[src/rtl/bit_count_display.sv]
// Counts ones/zeros or leading/trailing zeros of a captured operand one bit per
// cycle, converts both counts to BCD by shift-add-3 and drives four 7-segment digits.
module bit_count_display #(
    parameter int WIDTH = 16
) (
    input  logic             clk,
    input  logic             rst,
    input  logic             start,
    input  logic             mode,
    input  logic [WIDTH-1:0] operand,
    output logic             busy,
    output logic             done,
    output logic [6:0]       disp_a1,
    output logic [6:0]       disp_a0,
    output logic [6:0]       disp_b1,
    output logic [6:0]       disp_b0
);

    typedef enum logic [1:0] {
        IDLE,
        COUNT,
        CONVERT,
        DONE
    } state_t;

    localparam logic [6:0] LAST_BIT  = 7'(WIDTH - 1);
    localparam logic [6:0] LAST_STEP = 7'd6;
    localparam logic [6:0] SEG_BLANK = 7'b0000000;
    localparam logic [6:0] SEG_ZERO  = 7'b0111111;

    state_t           state;
    state_t           next_state;
    logic [WIDTH-1:0] shreg;
    logic             mode_q;
    logic             seen_one;
    logic [6:0]       step;
    logic [6:0]       count_a;
    logic [6:0]       count_b;
    logic [7:0]       bcd_a;
    logic [7:0]       bcd_b;
    logic [7:0]       next_bcd_a;
    logic [7:0]       next_bcd_b;
    logic             msb;

    function automatic logic [3:0] add3(input logic [3:0] d);
        return (d >= 4'd5) ? d + 4'd3 : d;
    endfunction

    function automatic logic [7:0] dabble(input logic [7:0] bcd, input logic bit_in);
        logic [3:0] hi;
        logic [3:0] lo;
        hi = add3(bcd[7:4]);
        lo = add3(bcd[3:0]);
        return {hi[2:0], lo, bit_in};
    endfunction

    function automatic logic [6:0] seg7(input logic [3:0] d);
        logic [6:0] s;
        case (d)
            4'd0:    s = 7'b0111111;
            4'd1:    s = 7'b0000110;
            4'd2:    s = 7'b1011011;
            4'd3:    s = 7'b1001111;
            4'd4:    s = 7'b1100110;
            4'd5:    s = 7'b1101101;
            4'd6:    s = 7'b1111101;
            4'd7:    s = 7'b0000111;
            4'd8:    s = 7'b1111111;
            4'd9:    s = 7'b1101111;
            default: s = SEG_BLANK;
        endcase
        return s;
    endfunction

    // A leading zero in the tens position is suppressed.
    function automatic logic [6:0] tens_seg(input logic [3:0] d);
        return (d == 4'd0) ? SEG_BLANK : seg7(d);
    endfunction

    assign msb        = shreg[WIDTH-1];
    assign next_bcd_a = dabble(bcd_a, count_a[6]);
    assign next_bcd_b = dabble(bcd_b, count_b[6]);
    assign busy       = (state == COUNT) || (state == CONVERT);
    assign done       = (state == DONE);

    always_ff @(posedge clk or posedge rst) begin
        if (rst) begin
            state <= IDLE;
        end else begin
            state <= next_state;
        end
    end

    always_comb begin
        next_state = state;
        case (state)
            IDLE:    if (start) next_state = COUNT;
            COUNT:   if (step == LAST_BIT) next_state = CONVERT;
            CONVERT: if (step == LAST_STEP) next_state = DONE;
            DONE:    next_state = IDLE;
            default: next_state = IDLE;
        endcase
    end

    always_ff @(posedge clk or posedge rst) begin
        if (rst) begin
            shreg    <= '0;
            mode_q   <= 1'b0;
            seen_one <= 1'b0;
            step     <= '0;
            count_a  <= '0;
            count_b  <= '0;
            bcd_a    <= '0;
            bcd_b    <= '0;
            disp_a1  <= SEG_BLANK;
            disp_a0  <= SEG_ZERO;
            disp_b1  <= SEG_BLANK;
            disp_b0  <= SEG_ZERO;
        end else begin
            case (state)
                IDLE: begin
                    if (start) begin
                        shreg    <= operand;
                        mode_q   <= mode;
                        seen_one <= 1'b0;
                        step     <= '0;
                        count_a  <= '0;
                        count_b  <= '0;
                        bcd_a    <= '0;
                        bcd_b    <= '0;
                    end
                end
                COUNT: begin
                    shreg <= {shreg[WIDTH-2:0], 1'b0};
                    step  <= (step == LAST_BIT) ? 7'd0 : step + 7'd1;
                    if (!mode_q) begin
                        if (msb) count_a <= count_a + 7'd1;
                        else     count_b <= count_b + 7'd1;
                    end else if (msb) begin
                        seen_one <= 1'b1;
                        count_b  <= '0;
                    end else begin
                        // B restarts at every 1 so it ends as the trailing-zero run.
                        count_b <= count_b + 7'd1;
                        if (!seen_one) count_a <= count_a + 7'd1;
                    end
                end
                CONVERT: begin
                    bcd_a   <= next_bcd_a;
                    bcd_b   <= next_bcd_b;
                    count_a <= {count_a[5:0], 1'b0};
                    count_b <= {count_b[5:0], 1'b0};
                    step    <= step + 7'd1;
                    if (step == LAST_STEP) begin
                        disp_a1 <= tens_seg(next_bcd_a[7:4]);
                        disp_a0 <= seg7(next_bcd_a[3:0]);
                        disp_b1 <= tens_seg(next_bcd_b[7:4]);
                        disp_b0 <= seg7(next_bcd_b[3:0]);
                    end
                end
                default: ;
            endcase
        end
    end

endmodule

[config.mk]
export PLATFORM = sky130hd
export DESIGN_NAME = bit_count_display
export DESIGN_NICKNAME = d
export VERILOG_FILES = /design/src/rtl/bit_count_display.sv
export SDC_FILE = /design/constraint.sdc
export NUM_CORES = 1
export LEC_CHECK = 0
export ABC_AREA = 1
export CAP_MARGIN = 20
export CORE_MARGIN = 8
export CORE_UTILIZATION = 60
export CTS_CLUSTER_DIAMETER = 30
export DETAILED_ROUTE_END_ITERATION = 10
export PLACE_DENSITY = 0.87
export SYNTH_ARGS = -nofsm -noshare
export SYNTH_HDL_FRONTEND = slang
export SYNTH_SLANG_ARGS = --single-unit
[constraint.sdc]
create_clock -name clk -period 3.95 [get_ports clk]
set_input_delay 0.5925 -clock clk [delete_from_list [all_inputs] [get_ports clk]]
set_output_delay 0.5925 -clock clk [all_outputs]
set_load 0.02 [all_outputs]
==> qor.yml <==
status: "completed"
drive_above_1_share_pct: 11.7
arrival_ns: 1.85
cts_tree: "yes"
antenna_found_initial: 0
fin_tns_setup_ns: 0
layout.cells.non_filler: 817
min_path_type: "in2async"
crit_type: "reg2out"
syn_to_final_growth_pct: 15.6
cp_max_fo: 5
rr_startpoint: "state[1]$_DFFE_PP0P_"
grt_max_degree: 59
crit_path_end_kind: "primary output"
top_layer: "met4"
rows: 33
fin_area_mm2: 0.00584
post_cts_buffers: 0
wl_met1_um: 4830
required_ns: 3.36
wl_met2_um: 5440
dp_hpwl_um: 8260
synth_seq_area_share_pct: 42.4
vdd_drop_max_v: 0.000523
rsz0062_at_grt: "no"
mappedNetlistNets: 701
first_global_vias: 4515
dr.pass1.iters: 5
via_per_inst: 5.50
skew_ns: 0.0119
fin_nets: 753
cts_made_buffers: 9
worst_slew_pin_slew_ns: 0.684
gr-usage-all-layers_pct: 20.1
insertion_delay_ns: 0.35
synth.avg_cell_area_um2: 7.71
setup_violations: 0
synth.distinct_cells: 37
htree_levels: 3
routed-wl-met3_um: 568
drt_iter0_markers: 232
ys_ff_latch: 85
layout_common_cells: "219 x nand2_1, 73 x dfrtp_1, 59 x inv_1"
clockBufferDepth: 2
gr-total-overflow: 0
finalCritPeriodShare_pct: 61.9
final_common_cell: "nand2_1"
cts_hold_buffers: 0
cts_resized: 0
min_period_ns: 2.44
dieHeight_um: 108
pin_count: 50
relSlewSlack_pct: 54.2
wl_per_cell_um: 13.5
final_util_pct: 71.4
antenna_cells: 0
clk_pin_slew_worst_paths_ns: 0.08
wirelength_um: 11100
die_area_mm2: 0.0116
cts_sinks: 85
drc: 0
io_buffer_count: 49
die_x_um: 108
r2r_end: "seen_one$_DFFE_PP0P_"
core_area_mm2: 0.00818
power_w: 0.00265
r2r_slack_ns: 1.63
p_leak_nw: 2.90
fmax_mhz: 409
detail-route-antenna-nets: 0
r2r.worst_path.cells: 8
p_per_area_mw_per_mm2: 454
root_buffer: "clkbuf_8"
start_kind: "flop"
initial_core_util_pct: 61.8
gp_congestion: 0.854
grt_pass1_wl_um: 19500
slew_violations: 0
hold_violations: 0
syn_inst: 655
critPathLaunch: "state[0]$_DFFE_PP0P_"
dpl.cell_count: 800
syn_area_mm2: 0.00505
max-cap-violations: 0
yosysWarnings: 0
placed_area_mm2: 0.00564
vias: 4490
worst max-delay path, stage by stage (launching register included):
cell	delay (ns)
dfrtp_1	0.39
inv_1	0.08
ha_1	0.38
clkdlybuf4s50_1	0.66
registers in the layout, indices dropped and copies added (netlist names):
name and cells:
disp_b0 7, mode_q 1, state 2, shreg 16, disp_a0 7, bcd_b 8, seen_one 1, bcd_a 8
disp_a1 7, step 7, disp_b1 7, count_a 7, count_b 7
per-stage QoR:
step / setup WS (ns) / hold WS [ns]
final: 1.51 / 0.451
after global routing: 1.41 / 0.451
after CTS: 1.48 / 0.475
after detailed placement: 1.67 / 0.460
after global placement: 1.71 / 0.461
after floorplan: 1.18 / 0.449
layout make-up:
type | count | area [um2]
Timing Repair Buffer | 54 | 548
Inverter | 68 | 262
Tap cell | 105 | 131
Multi-Input combinational cell | 489 | 2590
Fill cell | 644 | 2340
Clock buffer | 10 | 128
Sequential cell | 85 | 2140
Clock inverter | 6 | 37.5
synthesized netlist by cell type:
library cell / count / area [um2]
inv_1: 60 / 225
a21oi_1: 14 / 70.1
ha_1: 26 / 325
nor3_1: 2 / 10.0
a21oi_2: 6 / 52.6
nand2_4: 3 / 33.8
o21a_1: 1 / 7.51
a21boi_1: 1 / 7.51
clkbuf_1: 4 / 15.0
a31oi_1: 15 / 93.8
or2_2: 2 / 12.5
nand3_2: 5 / 50.1
nor2_1: 52 / 195
nor2_8: 2 / 40.0
o21ai_1: 5 / 25.0
nand2_2: 14 / 87.6
nand3b_4: 1 / 20.0
nor2_2: 5 / 31.3
nand2_1: 219 / 822
xnor2_1: 2 / 17.5
xor2_1: 5 / 43.8
o211ai_1: 2 / 15.0
o221ai_1: 2 / 17.5
a22oi_1: 2 / 15.0
dfrtp_1: 73 / 1830
mux2i_1: 1 / 10.0
o21ai_0: 28 / 140
buf_2: 9 / 45.0
nand3b_1: 1 / 7.51
nand3_1: 36 / 180
inv_4: 2 / 12.5
dfstp_2: 12 / 315
inv_2: 6 / 22.5
nor2_4: 3 / 33.8
o21ai_4: 1 / 16.3
nand4_1: 15 / 93.8
o22ai_1: 18 / 113
per-layer routing:
metal | track usage, % | vias to the layer above
li1 | - | 2244
met1 | 23.7 | 2106
met2 | 34.9 | 117
met3 | 3.71 | 23
met4 | 8.82 | 0
met5 | 0 | -
worst max path at each step:
| stage | endpoint | slack (ns) |
|---|---|---|
| global route | seen_one$_DFFE_PP0P_ | 1.41 |
| CTS | busy | 1.48 |
| global placement | seen_one$_DFFE_PP0P_ | 1.71 |
| finish | busy | 1.51 |
| floorplan | bcd_a[0]$_DFFE_PP0P_ | 1.18 |
| detailed placement | seen_one$_DFFE_PP0P_ | 1.67 |
cell families after synthesis:
| kind of cell | after synthesis | share of synthesized area [%] |
|---|---|---|
| and+or+nand+nor | 360 | 32.0 |
| AOI/OAI and AO/OA | 95 | 11.3 |
| buffers and inverters | 81 | 6.34 |
| adders and majority gates | 26 | 6.44 |
| DFF | 85 | 42.4 |
| muxes | 1 | 0.198 |
| xor gates and xnor gates | 7 | 1.21 |
report_power, final:
group	total [W]	switching, W	internal (W)	leakage, nW
Clock	0.000542	0.000314	0.000228	0.0902
Sequential	0.00112	0.000105	0.00102	1.09
Combinational	0.000986	0.000659	0.000326	1.72
No activity file was read; power rests on OpenSTA's default activity.
